**src/rtl/serial_bmc_decoder.sv**
```systemverilog
// Biphase-mark (BMC) sweep-frame decoder: 17-bit word plus the frame-start timestamp.
// Optional `DECODER_ERR_CNT_EN adds err_count (aborted or dropped frames).
module serial_bmc_decoder #(
    parameter int HALF_BIT = 6
) (
    input  logic        clk_12MHz,
    input  logic        rstn,
    input  logic        envelope,
    input  logic        d_in,
    input  logic        reset_decoder,
    output logic        data_availible,
    output logic [16:0] decoded_data,
    output logic [23:0] timestamp_last_data
`ifdef DECODER_ERR_CNT_EN
    ,
    output logic [7:0]  err_count
`endif
);

    typedef enum logic [2:0] {IDLE, SYNC, BITS, HOLD, ABORT} state_t;

    localparam logic [9:0] SHORT_MIN = 10'(HALF_BIT);
    localparam logic [9:0] LONG_MIN  = 10'(3 * HALF_BIT);
    localparam logic [9:0] LONG_MAX  = 10'(5 * HALF_BIT);

    state_t      state;
    logic        env_s1, env_s2, env_q;
    logic        d_s1, d_s2, d_q;
    logic [23:0] ts_cnt, frame_ts;
    logic [15:0] sr;
    logic [4:0]  bit_cnt;
    logic [7:0]  n;
    logic        pending;

    logic       env_rise, d_edge, is_short, is_long, bit_err, go_abort, drop;
    logic [9:0] n2;

    assign env_rise = env_s2 & ~env_q;
    assign d_edge   = d_s2 ^ d_q;
    assign n2       = {1'b0, n, 1'b0};
    assign is_short = (n2 >= SHORT_MIN) && (n2 < LONG_MIN);
    assign is_long  = (n2 >= LONG_MIN) && (n2 <= LONG_MAX);
    // A long with a half-bit still pending breaks the cell pairing.
    assign bit_err  = is_long ? pending : !is_short;
    assign drop     = (state == HOLD) && env_rise;

    always_comb begin
        go_abort = 1'b0;
        if (state == SYNC)
            go_abort = !env_s2;
        else if (state == BITS)
            go_abort = !env_s2 || (d_edge && bit_err) || (!d_edge && (n2 > LONG_MAX));
    end

    always_ff @(posedge clk_12MHz or negedge rstn) begin
        if (!rstn) begin
            state               <= IDLE;
            env_s1              <= 1'b0;
            env_s2              <= 1'b0;
            env_q               <= 1'b0;
            d_s1                <= 1'b0;
            d_s2                <= 1'b0;
            d_q                 <= 1'b0;
            ts_cnt              <= '0;
            frame_ts            <= '0;
            sr                  <= '0;
            bit_cnt             <= '0;
            n                   <= '0;
            pending             <= 1'b0;
            data_availible      <= 1'b0;
            decoded_data        <= '0;
            timestamp_last_data <= '0;
        end else begin
            env_s1 <= envelope;
            env_s2 <= env_s1;
            env_q  <= env_s2;
            d_s1   <= d_in;
            d_s2   <= d_s1;
            d_q    <= d_s2;
            ts_cnt <= ts_cnt + 24'd1;
            case (state)
                IDLE: if (env_rise) begin
                    frame_ts <= ts_cnt;
                    sr       <= '0;
                    bit_cnt  <= '0;
                    pending  <= 1'b0;
                    state    <= SYNC;
                end
                SYNC: begin
                    if (go_abort)
                        state <= ABORT;
                    else if (d_edge) begin
                        n     <= 8'd1;
                        state <= BITS;
                    end
                end
                BITS: begin
                    if (go_abort) begin
                        pending <= 1'b0;
                        state   <= ABORT;
                    end else if (d_edge) begin
                        n <= 8'd1;
                        if (is_short && !pending)
                            pending <= 1'b1;
                        else begin
                            // Long with nothing pending is a 0; the second short is a 1.
                            pending <= 1'b0;
                            sr      <= {sr[14:0], !is_long};
                            bit_cnt <= bit_cnt + 5'd1;
                            if (bit_cnt == 5'd16) begin
                                decoded_data        <= {sr, !is_long};
                                timestamp_last_data <= frame_ts;
                                data_availible      <= 1'b1;
                                state               <= HOLD;
                            end
                        end
                    end else if (n != 8'hFF)
                        n <= n + 8'd1;
                end
                HOLD: if (reset_decoder) begin
                    data_availible <= 1'b0;
                    state          <= IDLE;
                end
                ABORT: if (!env_s2)
                    state <= IDLE;
                default: state <= IDLE;
            endcase
        end
    end

`ifdef DECODER_ERR_CNT_EN
    always_ff @(posedge clk_12MHz or negedge rstn) begin
        if (!rstn)
            err_count <= '0;
        else if ((go_abort || drop) && (err_count != 8'hFF))
            err_count <= err_count + 8'd1;
    end
`else
    logic unused_drop;
    assign unused_drop = drop;
`endif

endmodule
```
**config.mk**
```make
export PLATFORM = sky130hd
export DESIGN_NAME = serial_bmc_decoder
export DESIGN_NICKNAME = d
export VERILOG_FILES = /design/src/rtl/serial_bmc_decoder.sv
export SDC_FILE = /design/constraint.sdc
export NUM_CORES = 1
export LEC_CHECK = 0
export BUFFER_PORTS_ARGS = -buffer_cell sky130_fd_sc_hd__buf_4
export CAP_MARGIN = 20
export CELL_PAD_IN_SITES_DETAIL_PLACEMENT = 0
export CELL_PAD_IN_SITES_GLOBAL_PLACEMENT = 2
export CORE_MARGIN = 4
export CORE_UTILIZATION = 36
export DETAILED_ROUTE_END_ITERATION = 8
export GPL_TIMING_DRIVEN = 1
export PLACE_DENSITY = 0.76
export RECOVER_POWER = 50
export SYNTH_ARGS = -nofsm -noshare
export SYNTH_HDL_FRONTEND = slang
export SYNTH_SLANG_ARGS = --single-unit
```
**constraint.sdc**
```tcl
create_clock -name clk_12MHz -period 2.3 [get_ports clk_12MHz]
set_input_delay 0 -clock clk_12MHz [delete_from_list [all_inputs] [get_ports clk_12MHz]]
set_output_delay 0 -clock clk_12MHz [all_outputs]
set_load 0.02 [all_outputs]
```
Word-level counts from Yosys, hierarchy flattened
Cells that the tools add are included.
{ "word_totals": {"register_bits": 129, "inputBits": 5, "output_inout_bits": 42, "word_cells": 112} }
{ "op_classes": {"n_addsub": 3, "magnitude_cmp": 5, "n_eq_ne": 20, "n_mux": 40, "bitwise": 5, "n_reduce_logical": 23} }
{ "op_table": {"columns": ["cell", "n"], "rows": [
  ["$mux W16", 4],
  ["$mux W8", 5],
  ["$pmux W16 S2", 1],
  ["$mux W3", 9],
  ["$add A24 B1 Y24 const B", 1],
  ["$mux W5", 4],
  ["$ne A2 B2 Y1 const B", 8],
  ["$pmux W8 S2", 1],
  ["$pmux W3 S5", 1],
  ["$reduce_and A5 Y1", 3],
  ["$mux W1", 12],
  ["$pmux W5 S2", 1],
  ["$ge A9 B3 Y1 const B", 1],
  ["$ge A9 B5 Y1 const B", 1],
  ["$gt A9 B5 Y1 const B", 1],
  ["$le A9 B5 Y1 const B", 1],
  ["$lt A9 B5 Y1 const B", 1],
  ["$ne A3 B3 Y1 const B", 3],
  ["$add A8 B1 Y8 const B", 1],
  ["$ne A8 B8 Y1 const B", 1],
  ["$reduce_and A7 Y1", 1],
  ["$eq A3 B2 Y1 const B", 2],
  ["$ne A3 B2 Y1 const B", 2],
  ["$reduce_and A6 Y1", 1],
  ["other kinds (16)", 30]
]} }

Depth between registers and ports, before layout
{ "logic_depth": {"depth_word": 11, "depth_mapped": 9, "ltp_nobuf": 7} }

Least setup slack after synthesis
No wires, ideal clock.
{ "synth_path": {"path_kind": "register to register", "from": "reg n[0]", "to": "reg decoded_data[7]", "setup_time_ps": 128, "arrival_time_ps": 2313, "t_required_ps": 2172, "slack_ps": -140, "path_stages_with_launch": 9, "n_path_buf": 1, "period_less_slack_ps": 2440, "cell_sequence": "dfrtp_1 inv_1 ha_1 or3b_1 a311o_1 or2_4 nor2_8 buf_8 mux2_1"} }
{ "synth_between": {"elab_chain_len": 11, "word_cells_on_any_way": 19, "cone_classes": "order compare (5); mux (3); bitwise (2); reduce/logical (9)"} }
{ "synth_lines": {"columns": ["element", "line_no", "source"], "rows": [
  ["from (decl)", "32", "logic [7:0] n;"],
  ["from (signal assigned)", "118", "n <= n + 8'd1;"],
  ["$ge A9 B3 Y1 / $lt A9 B5 Y1 (equally long branches)", "41", "assign is_short = (n2 >= SHORT_MIN) && (n2 < LONG_MIN);"],
  ["$logic_and A1 B1 Y1", "41", null],
  ["$logic_not A1 Y1", "44", "assign bit_err = is_long ? pending : !is_short;"],
  ["$mux W1", "44", null],
  ["$logic_and A1 B1 Y1", "52", "go_abort = !env_s2 || (d_edge && bit_err) || (!d_edge && (n2 > LONG_MAX));"],
  ["$logic_or A1 B1 Y1 (2 in series)", "52", null],
  ["$mux W1", "51", "else if (state == BITS)"],
  ["$mux W1", "49", "if (state == SYNC)"],
  ["$not A1 Y1 (no source line)", null, null],
  ["$reduce_and A5 Y1 (no source line) *", null, null],
  ["to (signal assigned)", "111", "decoded_data <= {sr, !is_long};"],
  ["to (decl)", "12", "output logic [16:0] decoded_data,"]
]} }
Mark *: on every way between the ends. The rest lies on a longest branch, timed or not.
A chain may end at the register's enable or synchronous reset.

Final worst setup path
{ "layout_path": {"from": "reg n[1]", "to": "reg timestamp_last_data[10]"} }
{ "layout_between": {"elab_chain_len": 11, "word_cells_on_any_way": 19, "cone_classes": "order compare (5); mux (3); bitwise (2); reduce/logical (9)"} }
{ "layout_lines": {"columns": ["element", "line_no", "source"], "rows": [
  ["$ge A9 B3 Y1 / $lt A9 B5 Y1 (equally long branches)", "41", null],
  ["$logic_and A1 B1 Y1", "41", null],
  ["$logic_not A1 Y1", "44", null],
  ["$mux W1", "44", null],
  ["$logic_and A1 B1 Y1", "52", null],
  ["$logic_or A1 B1 Y1 (2 in series)", "52", null],
  ["$mux W1", "51", null],
  ["$mux W1", "49", null],
  ["$not A1 Y1 (no source line)", null, null],
  ["$reduce_and A5 Y1 (no source line) *", null, null],
  ["to (signal assigned)", "112", "timestamp_last_data <= frame_ts;"],
  ["to (decl)", "13", "output logic [23:0] timestamp_last_data"]
]} }
Marks and branches as above.

==> flow_summary.json <==
{
  "slowest_delay_ps": 390,
  "arrival_ps": 2700,
  "dp_hpwl_um": 7020,
  "pwr-share-clk": 0.495,
  "slew_viol_final": 0,
  "finalSetupTns_ps": -4320,
  "cts_sinks": 129,
  "synth-seq-cells": 129,
  "setup_ws_ps": -101,
  "num_io_pins": 47,
  "grt_pass1_vias": 3748,
  "syn_nets": 480,
  "p_int_mw": 4.41,
  "syn_area_per_cell_sq_um": 11.5,
  "grt_pass1_wl_um": 18500,
  "hp-start": "d_in",
  "vias": 3596,
  "drv_cap": 0,
  "p_sw_frac": 0.238,
  "hold_end": "d_s1$_DFF_PN0_",
  "first_pass_iters": 4,
  "drt_iter0_markers": 160,
  "finish.utilization": 0.484,
  "setup_violations": 58,
  "dieArea_sq_um": 17000,
  "r2r_end": "timestamp_last_data[10]$_DFFE_PN0P_",
  "p_switching_mw": 1.38,
  "leakage_nw": 3.49,
  "n_antenna_cell": 0,
  "drt_wl_total_um": 10900,
  "globalRouteOverflowTotal": 0,
  "fillers": 1318,
  "drc": 0,
  "ff_latch_area_sq_um": 3230,
  "wl_met3_um": 475,
  "ys_types": 44,
  "path_clk_slew_ps": 60,
  "die_w_um": 130,
  "startpoint_type": "flop",
  "grt_use_total": 0.138,
  "drive_gt1_frac": 0.311,
  "r2r-start": "n[1]$_DFFE_PN0P_",
  "h-tree-depth": 4,
  "seqPwrFrac": 0.417,
  "cts_tree": "built",
  "fmax_mhz": 416,
  "wl_met2_um": 5050,
  "p_total_mw": 5.79,
  "dr.max_layer_used": "met4",
  "reg2reg_depth": 9,
  "path_max_fanout": 12,
  "crit_family": "simple AND/OR/NAND/NOR gates",
  "core_sq_um": 14600,
  "worstMarginPinSlew_ps": 1050,
  "die_h_um": 130,
  "rows": 44,
  "hp-class": "primary input to flop",
  "avgRoutedWirePerCell_um": 14.6,
  "cellPowerDensity_nw_per_um2": 820,
  "netlist_area_sq_um": 5400,
  "required_ps": 2590,
  "worst_skew_pair.late_latency_ps": 410,
  "period_needed_ps": 2400,
  "hold_depth": 2,
  "wl_met1_um": 5250,
  "status": "finished, violations left",
  "syn2layout_area_growth_pct": 30.9,
  "antenna_found_initial": 0,
  "period_share": 1.04,
  "root_buffer": "clkbuf_16",
  "path_common_cell": "buf_12",
  "crit_buf_inv": 3,
  "crit_type": "flop to flop",
  "timing.reg2reg.setup_slack_ps": -100,
  "vias_per_cell": 4.79,
  "skew_ps": 9.88,
  "cpMaxStageDelayCell": "dfrtp_1",
  "hold_violations": 0,
  "endpoint_kind": "flop",
  "cts_max_path_buffers": 2,
  "numCtsBuffers": 17,
  "numPortBuffers": 46,
  "gp_congestion": 0.800,
  "relSlewSlack": 0.302,
  "rsz0062_at_grt": "yes",
  "pwr-share-comb": 0.088,
  "initial_utilization": 0.370,
  "ys_seq_area_frac": 0.598,
  "yosys_warnings": 0,
  "ant_nets": 0,
  "crit_chain": "inv_2 -> ha_4 -> or3b_4 -> a311o_1 -> or2_4 -> nor2_8 -> buf_12 -> buf_12 -> mux2_1",
  "violations": "negative setup slack",
  "synth_cells": 469,
  "irDropWorstVdd_mv": 0.581,
  "nNetsFinal": 564,
  "multiInputGateArea_sq_um": 2180,
  "grt_max_degree": 48
}
## area by class of cell
class,count,share of cell area
multi-input combinational,314,0.308
clock inverter,13,0.0260
clock buffer,19,0.0641
tap,184,0.0326
inverter,7,0.00372
sequential,129,0.457
timing repair buffer,84,0.109
## power groups by stage
stage               logic [mW]  registers [mW]  clock network [mW]
global placement         0.484            2.45                   0
detailed placement       0.492            2.45                   0
finish                   0.508            2.42                2.87
global route             0.585            2.43                3.04
CTS                      0.511            2.42                2.93
floorplan                0.273            2.45                   0
## stage by stage
| step | setup WS (ps) | instances | cell area [sq um] | hold slack, ps |
|---|---|---|---|---|
| 6_report | -101 | 750 | 7060 | 245 |
| 5_1_grt | -183 | 750 | 7060 | 250 |
| 4_1_cts | -113 | 746 | 6910 | 155 |
| 3_5_place_dp | -159 | 706 | 6140 | 45.6 |
| 3_3_place_gp | -105 | 706 | 6140 | 32.4 |
| 2_1_floorplan | -95.8 | 469 | 5410 | -296 |
## flip-flops by register name (all words and copies together) (netlist names), 3 cells and up
register,flops
bit_cnt,5
decoded_data,17
frame_ts,24
n,8
sr,16
state,3
timestamp_last_data,24
ts_cnt,24
## how the worst max path moves through the flow
| stage | slack (ps) | cells after the start | endpoint | from |
|---|---|---|---|---|
| 5_1_grt | -180 | 9 | timestamp_last_data[1]$_DFFE_PN0P_ | n[0]$_DFFE_PN0P_ |
| 3_3_place_gp | -100 | 8 | decoded_data[15]$_DFFE_PN0P_ | n[1]$_DFFE_PN0P_ |
| 6_report | -100 | 9 | timestamp_last_data[10]$_DFFE_PN0P_ | n[1]$_DFFE_PN0P_ |
| 2_1_floorplan | -100 | 8 | timestamp_last_data[10]$_DFFE_PN0P_ | n[0]$_DFFE_PN0P_ |
| 4_1_cts | -110 | 9 | timestamp_last_data[10]$_DFFE_PN0P_ | n[1]$_DFFE_PN0P_ |
| 3_5_place_dp | -160 | 8 | decoded_data[11]$_DFFE_PN0P_ | n[1]$_DFFE_PN0P_ |
## what timing repair did
action	CTS	global route
endpoints found under the setup margin	58	61
buffers inserted	3	1
pin swaps	1	16
resized for setup	12	24
endpoints found under the hold margin	44	0
hold buffers	4	0
gates cloned	1	3
## cells in the mapped netlist
library cell	count	area share
nor2_8	1	0.0037
mux2_4	27	0.075
a311o_1	1	0.0019
inv_1	7	0.0049
dfrtp_1	129	0.60
nor3_1	8	0.0074
o32a_1	1	0.0019
o21a_1	1	0.0014
nor3b_1	2	0.0028
a41oi_1	1	0.0016
a31o_2	2	0.0032
ha_1	6	0.014
nand2_1	120	0.083
and2_1	3	0.0035
mux2_1	13	0.027
a211o_1	1	0.0016
and4_1	1	0.0016
o21ai_0	11	0.010
a21oi_1	3	0.0028
xor2_1	4	0.0065
nor4_2	1	0.0023
or3b_1	1	0.0016
or2_2	1	0.0012
nor2_1	17	0.012
o211ai_1	1	0.0014
buf_6	1	0.0021
xnor2_1	22	0.036
nand3_1	34	0.032
a31oi_1	3	0.0035
and3_1	4	0.0046
buf_2	4	0.0037
or3_1	4	0.0046
o31ai_1	1	0.0014
mux2i_1	2	0.0037
nand4_1	8	0.0093
clkbuf_1	11	0.0077
buf_8	3	0.0083
a22o_1	1	0.0016
nand2b_1	2	0.0023
mux2_2	1	0.0021
or2_4	1	0.0016
nor4_1	2	0.0023
nor4b_1	1	0.0016
nor2b_1	1	0.0012
## cells by family after synthesis
family | synth area share
flops | 0.598
compound gates | 0.0325
xor+xnor | 0.0422
buf+inv | 0.0267
fa+ha+maj | 0.0139
simple gates | 0.179
mux | 0.108
## cell usage in the layout, fill, tap and decap left out, types with 3 or more instances in the layout
| master | count |
|---|---|
| dfrtp_1 | 129 |
| nand2_1 | 120 |
| buf_4 | 62 |
| mux2_4 | 32 |
| xnor2_1 | 22 |
| clkbuf_16 | 19 |
| nand3_1 | 17 |
| nor2_1 | 17 |
| nand3_2 | 17 |
| o21ai_0 | 9 |
| mux2_1 | 9 |
| nand4_1 | 8 |
| nor3_1 | 6 |
| inv_1 | 5 |
| buf_6 | 5 |
| and3_1 | 4 |
| xor2_1 | 4 |
| ha_1 | 4 |
| bufinv_16 | 4 |
| dlygate4sd3_1 | 4 |
| buf_12 | 4 |
| or3_1 | 3 |
| a21oi_1 | 3 |
| a31oi_1 | 3 |
| and2_1 | 3 |
| clkinvlp_4 | 3 |
| clkinv_2 | 3 |
| clkbuf_4 | 3 |
## routing by layer
metal	global-route usage	vias up
li1	-	1750
met1	0.183	1758
met2	0.215	72
met3	0.0435	16
met4	0.0514	0
met5	0	-
No activity file was read; power rests on OpenSTA's default activity.
